--- config.mk ---
export PLATFORM = sky130hd
export DESIGN_NAME = shift_arbiter
export DESIGN_NICKNAME = d
export VERILOG_FILES = /design/src/rtl/shift_arbiter.sv
export SDC_FILE = /design/constraint.sdc
export NUM_CORES = 1
export LEC_CHECK = 0
export BUFFER_PORTS_ARGS = -buffer_cell sky130_fd_sc_hd__buf_2
export CAP_MARGIN = 5
export CORE_AREA = 2 2 73 93
export DETAILED_ROUTE_END_ITERATION = 6
export DIE_AREA = 0 0 75 95
export GPL_TIMING_DRIVEN = 1
export PLACE_DENSITY_LB_ADDON = 0.05
export SETUP_SLACK_MARGIN = 0.05
export SLEW_MARGIN = 20
export SYNTH_ARGS = -nofsm -noshare
export SYNTH_HDL_FRONTEND = slang
export SYNTH_SLANG_ARGS = --single-unit
--- constraint.sdc ---
create_clock -name clk -period 3.5 [get_ports clk]
set_input_delay 0.35 -clock clk [delete_from_list [all_inputs] [get_ports clk]]
set_output_delay 0.35 -clock clk [all_outputs]
set_load 0.02 [all_outputs]
--- src/rtl/shift_arbiter.sv ---
// Round-robin arbiter sharing one 16-bit shifter (sll/srl/rol/ror) between two requesters.
// Result is registered together with the owning requester's tag, with valid/ready on every side.
module shift_arbiter #(
    parameter int OPERAND_WIDTH  = 16,
    parameter int SHAMT_WIDTH    = 4,
    parameter int NUM_OPERATIONS = 2
) (
    input  logic                      clk,
    input  logic                      rst,
    input  logic                      req0_valid,
    output logic                      req0_ready,
    input  logic [OPERAND_WIDTH-1:0]  req0_in,
    input  logic [SHAMT_WIDTH-1:0]    req0_shamt,
    input  logic [NUM_OPERATIONS-1:0] req0_oper,
    input  logic                      req1_valid,
    output logic                      req1_ready,
    input  logic [OPERAND_WIDTH-1:0]  req1_in,
    input  logic [SHAMT_WIDTH-1:0]    req1_shamt,
    input  logic [NUM_OPERATIONS-1:0] req1_oper,
    output logic                      resp_valid,
    input  logic                      resp_ready,
    output logic [OPERAND_WIDTH-1:0]  resp_out,
    output logic                      resp_id
);

    typedef enum logic {IDLE, HOLD} state_t;

    state_t                      state;
    logic                        rr_ptr;
    logic                        accept_ok;
    logic                        grant0;
    logic                        grant1;
    logic [OPERAND_WIDTH-1:0]    sel_in;
    logic [SHAMT_WIDTH-1:0]      sel_shamt;
    logic [NUM_OPERATIONS-1:0]   sel_oper;
    logic [OPERAND_WIDTH-1:0]    shift_result;
    logic [2*OPERAND_WIDTH-1:0]  dbl;
    logic [2*OPERAND_WIDTH-1:0]  rot_left;
    logic [2*OPERAND_WIDTH-1:0]  rot_right;

    // Requester 1 wins when it is alone or when both are valid and rr_ptr favours it.
    always_comb begin
        accept_ok  = (state == IDLE) || ((state == HOLD) && resp_ready);
        grant1     = req1_valid && (!req0_valid || rr_ptr);
        grant0     = req0_valid && !grant1;
        req0_ready = accept_ok && grant0;
        req1_ready = accept_ok && grant1;
    end

    always_comb begin
        sel_in    = grant1 ? req1_in    : req0_in;
        sel_shamt = grant1 ? req1_shamt : req0_shamt;
        sel_oper  = grant1 ? req1_oper  : req0_oper;
    end

    // Rotates shift a doubled copy of the operand so wrapped bits fall into the kept half.
    always_comb begin
        dbl       = {sel_in, sel_in};
        rot_left  = dbl << sel_shamt;
        rot_right = dbl >> sel_shamt;
        case (sel_oper)
            2'b00:   shift_result = sel_in << sel_shamt;
            2'b01:   shift_result = sel_in >> sel_shamt;
            2'b10:   shift_result = rot_left[2*OPERAND_WIDTH-1:OPERAND_WIDTH];
            default: shift_result = rot_right[OPERAND_WIDTH-1:0];
        endcase
    end

    always_ff @(posedge clk or posedge rst) begin
        if (rst) begin
            state      <= IDLE;
            resp_valid <= 1'b0;
            resp_out   <= '0;
            resp_id    <= 1'b0;
            rr_ptr     <= 1'b0;
        end else if (accept_ok && (grant0 || grant1)) begin
            state      <= HOLD;
            resp_valid <= 1'b1;
            resp_out   <= shift_result;
            resp_id    <= grant1;
            rr_ptr     <= ~grant1;
        end else if ((state == HOLD) && resp_ready) begin
            state      <= IDLE;
            resp_valid <= 1'b0;
        end
    end

endmodule

==> results.toml <==
[hold_path]
min_path_type = "input port to asynchronous set/reset pin"

[clock_network]
clockBufferDepth = 2
cts_buffers = 3
cts_root_buf = "clkbuf_8"
clock-sinks = 19
clk_latency_ps = 250
ctsHtreeMaxLevel = 1
cts_tree = "yes"
cts_hold_buf = 0
clk_pin_slew_ps = 60
cts_setup_buffers = 0
cts_resized = 0

[worst_setup_path]
crit_required_ps = 3640
r2r-start = "rr_ptr"
rr_worst_depth = 8
cpMaxStageDelayCell = "a2111oi_1"
criticalPathCategory = "flip-flop to flip-flop"
worstPathCellList = "and2b_4 > a2111oi_1 > a221o_1 > a2111oi_0 > buf_4 > a311oi_1 > o211ai_1 > o211a_1"
setup.worst_path.end_class = "flip-flop"
timing.rr.end = "resp_out[13]"
r2r_slack_ps = 660
max_stage_delay_ps = 870
arrival_ps = 2980
critPathLaunchType = "flip-flop"
crit_fanout = 32

[timing]
hold_viol = 0
tns_ps = 0
maxSlewViolCount = 0
worst_slew_pin_slew_ps = 979.9
worst_slack_ps = 659.1
min_period_over_period_pct = 81.17
rsz0062_at_grt = "no"
finalSetupViolCount = 0
max_freq_mhz = 352.0
fin_skew_ps = 1.083
fin_crit_ps = 2841
relSlewSlack_pct = 34.51

[grt]
first_global_vias = 3926
antenna_found_initial = 0
grt_start_max_net_pins = 35
grt_pass1_wl_um = 20280
grt_usage_pct = 36.50
overflow = 0

[pwr]
irDropWorstVdd_v = 0.0001871
total_leakage_power_nw = 1.705
power_density_nw_per_um2 = 351.3
p_total_mw = 1.405

[drt]
ant_nets = 0
drc = 0
viasPerCell = 7.202
drtIter0Drc = 483
vias = 4350
wire_per_inst_um = 21.23
wirelength_um = 12820
dr.pass1.iters = 7

[floorplan]
fp-row-count = 33
die_x_um = 75
die_h_um = 95
io_pins = 69
dieArea_um2 = 7125
core-area_um2 = 6317
start_util_pct = 57.62

[logic_synthesis]
synth_edf_count = 0
synth_flop_cell = "dfrtp_1"
syn_inst = 474
synthArstFlopShare_pct = 100.0
ys_seq_area_share_pct = 13.06
synth_nets = 523
syn_avg_cell_area_um2 = 7.679
ys_types = 68
yosys_register_bits = 19
syn-cell-area_um2 = 3640
ys_warn_count = 0

[layout]
final_common_cell = "buf_2"
nets = 567
areaGrowthSynthToFinish_pct = 9.866
drive_gt1_share_pct = 24.95
fin_area_um2 = 3999
final_cell_mix = "buf_2 (68), mux2i_1 (53), o21ai_0 (51), nand2_1 (36), o211ai_1 (23)"
num-fill-cells = 592
antenna_cells = 0

[placed_design]
dpl-instance-area_um2 = 3954
gp_congestion = 0.9933
port_buffers = 68
dp_hpwl_um = 10060
pre_cts_ws_ps = 600.2

[flow_run]
max_cap_viol_count = 0

[outcome]
outcome = "complete, no violations"
-- layout make-up --
type	instances	area (µm²)	share of cell area, %
clock buffers	4	45.04	1.126
inverters	13	48.80	1.220
multi-input cells	396	2853	71.34
flip-flops and latches	19	475.5	11.89
well taps	87	108.9	2.722
repair buffers	85	467.9	11.70
-- kinds of logic (layout without fill, tap and decap cells) --
| logic type | count (synthesis) | in the layout | share of synthesized area (%) |
|---|---|---|---|
| DFF | 19 | 19 | 13.06 |
| and+or+nand+nor | 133 | 133 | 18.84 |
| buffers and inverters | 59 | 102 | 8.697 |
| AOI/OAI and AO/OA | 192 | 192 | 38.02 |
| muxes | 71 | 71 | 21.38 |
-- registers in the layout, indices dropped and copies added (netlist names) --
signal / count
resp_out: 16
resp_id: 1
state: 1
rr_ptr: 1
-- routing by layer --
layer | routed length [µm] | global-route usage (%) | up-vias
li1 | - | - | 1958
met1 | 4948 | 46.85 | 2033
met2 | 6195 | 60.82 | 304
met3 | 1079 | 2.348 | 55
met4 | 597 | 17.56 | 0
met5 | 0 | 0 | -
-- worst max-delay path by stage --
| stage | cells after the start | slack (ps) | startpoint | endpoint |
|---|---|---|---|---|
| finish | 8 | 660 | rr_ptr | resp_out[13] |
| floorplan | 9 | 1330 | rr_ptr | resp_out[15] |
| global placement | 9 | 440 | req1_shamt[0] | resp_out[13] |
| detailed placement | 9 | 600 | req1_shamt[0] | resp_out[13] |
| CTS | 8 | 710 | rr_ptr | resp_out[13] |
| global route | 7 | 490 | rr_ptr | resp_out[3] |
-- critical path: cells and delay by family (launching register included) --
kind	cells	cell delay, ps
DFF	1	380
buffers and inverters	1	150
and+or+nand+nor	1	310
AOI/OAI and AO/OA	6	1890
-- where the power goes --
part | switching (mW) | internal (mW) | total [mW]
Clock | 0.0673 | 0.0809 | 0.148
Combinational | 0.599 | 0.351 | 0.949
Sequential | 0.0299 | 0.277 | 0.307
-- Yosys cell counts, types with 4 or more instances --
cell / n / area share (%)
o221a_2: 5 / 1.5
o2111ai_1: 8 / 1.9
a221oi_1: 7 / 1.7
a21oi_1: 17 / 2.3
nand2b_1: 10 / 1.7
inv_1: 12 / 1.2
nor2b_1: 8 / 1.4
nor4_1: 4 / 0.69
buf_4: 5 / 1.0
a22oi_1: 4 / 0.83
o21ai_0: 51 / 7.0
nor2_1: 19 / 2.0
dfrtp_1: 19 / 13
nand2_1: 36 / 3.7
o211ai_1: 23 / 4.7
a221o_1: 4 / 1.1
buf_6: 6 / 1.9
a21o_1: 5 / 1.0
a2111oi_0: 8 / 1.9
clkbuf_1: 7 / 0.72
o221ai_1: 8 / 1.9
o211a_1: 6 / 1.7
mux2_2: 14 / 4.3
o21ai_1: 4 / 0.55
and3_1: 6 / 1.0
mux4_2: 4 / 2.5
a211oi_1: 8 / 1.7
a31oi_1: 4 / 0.69
nand4_1: 6 / 1.0
nor3_1: 11 / 1.5
nand3_1: 19 / 2.6
mux2i_1: 53 / 15
buf_2: 24 / 3.3
-- stage by stage --
stage / hold WS [ps] / util (%) / std cells
final: 196.4 / 63.30 / 604
after global routing: 279.7 / 63.30 / 604
after CTS: 219.4 / 63.30 / 604
after detailed placement: 473.7 / 62.59 / 600
after global placement: 467.1 / 62.57 / 600
after floorplan: 301.1 / - / 474
Power figures use the tool's default switching activity.
